File: src/rtl/fir0.sv
// fir0: 11-tap symmetric half-band low-pass FIR with fixed Q1.15 coefficients and one sample per clock.
// Y is registered and carries one cycle of latency from the d0 tap. Result is rounded half-up and saturated to the DATA_W range.
module fir0 #(
  parameter int DATA_W = 14,
  parameter int COEF_W = 16
) (
  input  logic              clk,
  input  logic              reset,
  input  logic [DATA_W-1:0] X,
  output logic [DATA_W-1:0] Y
);

  localparam int NTAP  = 11;
  localparam int FRAC  = COEF_W - 1;
  localparam int ACC_W = DATA_W + COEF_W + 4;

  // h0..h5; the remaining taps mirror around h5
  localparam int H [0:5] = '{128, 0, -1920, 0, 9984, 16384};

  localparam logic signed [ACC_W-1:0] Y_MAX = (ACC_W'(1) <<< (DATA_W - 1)) - ACC_W'(1);
  localparam logic signed [ACC_W-1:0] Y_MIN = -Y_MAX - ACC_W'(1);
  localparam logic signed [ACC_W-1:0] HALF  = ACC_W'(1) <<< (FRAC - 1);

  logic [DATA_W-1:0] d_q [NTAP];
  logic [DATA_W-1:0] d_d [NTAP];
  logic [DATA_W-1:0] y_q, y_d;

  logic signed [DATA_W:0]     pre;
  logic signed [COEF_W-1:0]   coef;
  logic signed [ACC_W-1:0]    acc;
  logic signed [ACC_W-1:0]    rnd;
  logic signed [ACC_W-1:0]    scaled;

  always_comb begin
    acc  = '0;
    pre  = '0;
    coef = '0;
    // Mirrored taps share one coefficient, so pre-add them before the multiply
    for (int k = 0; k < 5; k++) begin
      pre  = (DATA_W+1)'($signed(d_q[k])) + (DATA_W+1)'($signed(d_q[NTAP-1-k]));
      coef = COEF_W'(H[k]);
      acc  = acc + ACC_W'(pre) * ACC_W'(coef);
    end
    coef   = COEF_W'(H[5]);
    acc    = acc + ACC_W'($signed(d_q[5])) * ACC_W'(coef);

    rnd    = acc + HALF;
    scaled = rnd >>> FRAC;

    if (scaled > Y_MAX) begin
      y_d = Y_MAX[DATA_W-1:0];
    end else if (scaled < Y_MIN) begin
      y_d = Y_MIN[DATA_W-1:0];
    end else begin
      y_d = scaled[DATA_W-1:0];
    end

    d_d[0] = X;
    for (int i = 1; i < NTAP; i++) begin
      d_d[i] = d_q[i-1];
    end
  end

  always_ff @(posedge clk) begin
    if (reset) begin
      for (int i = 0; i < NTAP; i++) begin
        d_q[i] <= '0;
      end
      y_q <= '0;
    end else begin
      d_q <= d_d;
      y_q <= y_d;
    end
  end

  assign Y = y_q;

endmodule

File: config.mk
export PLATFORM = sky130hd
export DESIGN_NAME = fir0
export DESIGN_NICKNAME = d
export VERILOG_FILES = /design/src/rtl/fir0.sv
export SDC_FILE = /design/constraint.sdc
export NUM_CORES = 1
export LEC_CHECK = 0
export ABC_AREA = 1
export CORE_MARGIN = 1
export CORE_UTILIZATION = 35
export DETAILED_ROUTE_END_ITERATION = 7
export GPL_TIMING_DRIVEN = 0
export RECOVER_POWER = 50
export SLEW_MARGIN = 15
export SYNTH_ARGS = -nofsm -noshare
export SYNTH_HDL_FRONTEND = slang
export SYNTH_SLANG_ARGS = --single-unit
File: constraint.sdc
create_clock -name clk -period 10.9 [get_ports clk]
set_input_delay 2.725 -clock clk [delete_from_list [all_inputs] [get_ports clk]]
set_output_delay 2.725 -clock clk [all_outputs]
set_load 0.02 [all_outputs]
# --- After elaboration in Yosys (flattened, before gate mapping) ---
# Index checks and enable logic that the tools add are counted.
word_totals:
  register_bits: 168
  latch_bits: 0
  ram_bits: 0
  rom_bits: 0
  inputBits: 16
  elab_cells: 27
  memories: 0
op_classes:
  n_addsub: 7
  n_mul: 2
  n_div: 0
  magnitude_cmp: 2
  n_eq_ne: 0
  shifts: 0
  muxes: 2
  bitwise: 0
  n_reduce_logical: 1
op_table:
  columns: ["cell", "n"]
  rows:
  - ["$add A14 B14 Y15", 3]
  - ["$add A32 B16 Y33 const B", 1]
  - ["$add A31 B28 Y32", 1]
  - ["$add A28 B30 Y31", 1]
  - ["$add A22 B27 Y28", 1]
  - ["$mul A15 B7 Y22 const B", 1]
  - ["$mul A15 B5 Y20 const B", 1]
  - ["$gt A18 B14 Y1 const B", 1]
  - ["$lt A18 B14 Y1 const B", 1]
  - ["$mux W14", 1]
  - ["$mux W13", 1]
  - ["$reduce_or A2 Y1", 1]

# --- Depth between registers and ports, before layout ---
depth:
  depth_word: 9
  mapped_depth: 50

# --- Least setup slack after synthesis ---
# Ideal clock, no wire load.
synth_path:
  path_kind: "register to register"
  from: "reg d_q (netlist bit d_d[42])"
  to: "reg y_q[10] (netlist: Y[10])"
  arrival_ns: 7.400
  slack_ns: 3.363
  path_stages_with_launch: 47
  synth_period_minus_slack_ns: 7.537
  path_cell_list: "dfxtp_1 > ha_1 > fa_1 > nand4_1 > nand3_2 > a21boi_1 > o21ai_1 > nand2_1 > nand2_1 > or2_2 > nand2_1 > inv_1 > ha_1 > ha_1 > fa_1 > inv_1 > fa_1 > inv_1 > (+11 left out) > inv_1 > ha_1 > ha_1 > nand2_1 > nor2_1 > nand2_1 > inv_1 > nand2_1 > nand2_1 > nor2_1 > nand2_1 > nand2_1 > nand2_1 > nor2_1 > nand3b_1 > nand2_2 > buf_6 > a21oi_2"
synth_between:
  elab_chain_cells: 8
  word_cells_on_any_way: 9
  classes_between: "4 x add/sub; 1 x mul; 2 x order compare; 2 x mux"
synth_rtl:
  columns: ["item", "line", "text"]
  rows:
  - ["start: declaration", "24", "logic [DATA_W-1:0] d_q [NTAP];"]
  - ["start signal: indexed assignment", "67", "d_q[i] <= '0;"]
  - ["start signal: assignment", "71", "d_q <= d_d;"]
  - ["$add A14 B14 Y15 (*)", "40", "pre = (DATA_W+1)'($signed(d_q[k])) + (DATA_W+1)'($signed(d_q[NTAP-1-k]));"]
  - ["$mul A15 B7 Y22 (*)", "42", "acc = acc + ACC_W'(pre) * ACC_W'(coef);"]
  - ["$add A28 B30 Y31 (*)", "42", null]
  - ["$add A31 B28 Y32 (*)", "45", "acc = acc + ACC_W'($signed(d_q[5])) * ACC_W'(coef);"]
  - ["$add A32 B16 Y33 (*)", "47", "rnd = acc + HALF;"]
  - ["$lt A18 B14 Y1", "52", "end else if (scaled < Y_MIN) begin"]
  - ["$mux W14", "52", null]
  - ["$mux W13 (*)", "50", "if (scaled > Y_MAX) begin"]
  - ["end signal: assignment", "72", "y_q <= y_d;"]
  - ["end: declaration", "26", "logic [DATA_W-1:0] y_q, y_d;"]
# Mark *: on every way between the ends. The rest lies on a longest branch, timed or not.
# A chain may end at the register's enable or synchronous reset.

# --- Worst setup path after layout ---
layout_path:
  from: "reg d_q (netlist bit d_d[42])"
  to: "reg y_q[11] (netlist: Y[11])"
# Same word-level chain as after synthesis.

==> impl_metrics.ini <==
[worst_setup_path]
r2r-end = Y[11]
crit_family = adder cells
critPathCaptureType = flop
crit_type = flop to flop
crit_top_cell = nand2_1
r2r-start = d_d[42]
r2r_cells = 46
crit_fanout = 10
crit_arrival_ns = 9.20
critPathLaunchType = flop
reg2reg_slack_ns = 1.98
crit_cells = 46
required_ns = 11.19
worst_path_largest_cell_delay_ns = 0.87
worst_path_max_delay_cell = o311ai_0
critical_path_buf_inv_count = 7

[flow_run]
maxCapViolations = 0

[synthesis]
synth-async-reset-ratio_pct = 0
synth_top_area_share_pct = 27.2
synth.most_common_cell = inv_1
synth.area.top_cells = dfxtp_1 (27%), ha_1 (18%), inv_1 (13%), fa_1 (11%), nand2_1 (7.5%)
synth_fp_nets = 1891
synth_ff_type = dfxtp_1
syn-mean-instance-area_um2 = 7.59
syn_inst = 1630
synth_top_cell_by_area = dfxtp_1
synth_cell_types = 41
synth_edf_count = 0
yosys_warnings = 0
yosys_register_bits = 168
ys_top_cells_by_count = inv_1 (423), nand2_1 (247), nor2_1 (208)
ys_seq_area_share_pct = 27.2
syn_area_um2 = 12400

[grt]
grt_pass1_wl_um = 47000
grt_max_degree = 17
grt_overflow = 0
antenna_found_initial = 0
grt_usage_pct = 16.7
grt_pass1_vias = 9404

[power_and_ir_drop]
p_switching_mw = 0.780
power_mw = 2.07
peakVddDrop_uv = 117
leakage_nw = 7.27
pwr-share-comb_pct = 38.7
power.density_cell_area_nw_per_um2 = 150
swShare_pct = 37.7
p_seq_share_pct = 31.7
internal_power_mw = 1.29
pwr-share-clk_pct = 29.6

[place]
dp_cells = 2113
gp_congestion = 0.888
hpwl_um = 24600
place_ws_ns = 2.02
portBuffers = 28

[route]
wirelength_um = 28300
first_iter_violations = 434
ant_nets = 0
drt_pass1_iterations = 5
drc = 0
vias = 9459
avgViaCountPerCell = 4.41
routed_wire_length_per_instance_um = 13.2

[layout]
drive_gt1_share_pct = 3.43
final_nets = 1938
synthToLayoutAreaGrowth_pct = 11.6
layout.cells.non_filler = 2145
antenna_cells = 0

[clock_network]
cts_root_buf = clkbuf_16
cts_hold_buf = 0
cts.repair.resized = 0
cts.sinks = 168
cts_tree = done
h-tree-depth = 4
clockBufferDepth = 2
post-cts-setup-buffers = 0
numCtsBuffers = 17
path_clk_slew_ns = 0.07
clk_latency_ns = 0.44

[sta]
slew_violations = 0
rsz0062_at_grt = no
finClkSkew_ns = 0.0108
fmaxAchievable_mhz = 112
fin_crit_sh_pct = 81.8
fin_ws_ns = 1.98
tightestPinTransition_ns = 1.01
setup_viol = 0
worst_hold_slack_ns = 0.397
period_needed_ns = 8.92
finalHoldViolCount = 0
fin_setup_tns_ns = 0
slew_headroom_pct = 32.1

[outcome]
status = completed

[floorplan]
rows = 68
die_area_um2 = 36100
ios = 30
fp.coreArea_um2 = 34600
start_util_pct = 35.7
fp.dieH_um = 190
chipWidth_um = 190

[hold_path]
hp-class = flop to flop
whs_endpoint = d_q[1]
worstHoldPathCells = 2
hold_start = d_d[1]
==> worst max path at each step <==
stage	to	slack, ns	startpoint
final	Y[11]	1.98	d_d[42]
after global routing	Y[7]	1.10	d_d[42]
after CTS	Y[11]	1.99	d_d[42]
after detailed placement	Y[11]	2.02	d_d[42]
after global placement	Y[10]	2.10	d_d[42]
after floorplan	Y[10]	3.36	d_d[42]
==> layout by cell type, fill, tap and decap left out, types with 2 or more instances in the layout <==
cell type	n
inv_1	423
nand2_1	247
nor2_1	208
ha_1	178
dfxtp_1	168
a21oi_1	89
fa_1	67
xor2_1	53
nand3_1	38
clkdlybuf4s50_1	28
o21ai_0	26
xnor2_1	22
clkbuf_1	20
clkbuf_16	17
nand4_1	12
nor3_1	11
o21bai_1	10
a21oi_2	10
a21o_1	7
nand2_2	7
inv_8	4
a31oi_1	3
nand3b_1	3
nor2_2	3
inv_6	3
clkinv_4	3
nand3_2	2
and2_1	2
o21a_1	2
a21boi_0	2
o2111ai_1	2
a22oi_1	2
buf_6	2
clkbuf_8	2
==> tightest hold or removal path, delay by kind of cell (launching register included) <==
kind	cells	cell delay [ns]
buffers and inverters	1	0.04
and+or+nand+nor	1	0.03
DFF	1	0.30
==> layout make-up <==
class	instances	area, um^2
fillers	3531	20800
multi-input cells	1017	7320
flip-flops and latches	168	3360
inverters	424	1590
well taps	455	569
clock buffers	21	460
repair buffers	28	280
clock inverters	11	128
plain buffers	21	93.8
==> state kept, by name (all words and copies together) (netlist names) <==
name,cells
d_d,140
d_q,14
Y,14
==> logic make-up after synthesis <==
group | Yosys count | share of synthesized area (%)
adders and majority gates | 245 | 28.8
xor gates and xnor gates | 75 | 5.31
and+or+nand+nor | 537 | 17.6
AOI/OAI and AO/OA | 160 | 7.49
DFF | 168 | 27.2
buffers and inverters | 445 | 13.6
==> routing by layer <==
metal	track usage (%)	vias to the layer above	routed length, um
li1	-	5034	-
met1	22.1	4280	13900
met2	28.3	121	13200
met3	2.51	24	792
met4	4.34	0	435
met5	0	-	0
==> stage by stage <==
step                instance area [um^2]  utilization [%]
global placement                   13200             38.2
floorplan                          12400                -
finish                             13800             39.9
global route                       13800             39.9
CTS                                13800             39.9
detailed placement                 13200             38.2
==> power groups by stage <==
stage          Combinational [mW]  Clock, mW  Sequential, mW
3_5_place_dp                0.804          0           0.670
6_report                    0.801      0.612           0.655
5_1_grt                     0.919      0.649           0.657
2_1_floorplan               0.568          0           0.695
4_1_cts                     0.810      0.626           0.655
3_3_place_gp                0.803          0           0.669
Note: power is estimated with default switching activity, not from simulation.
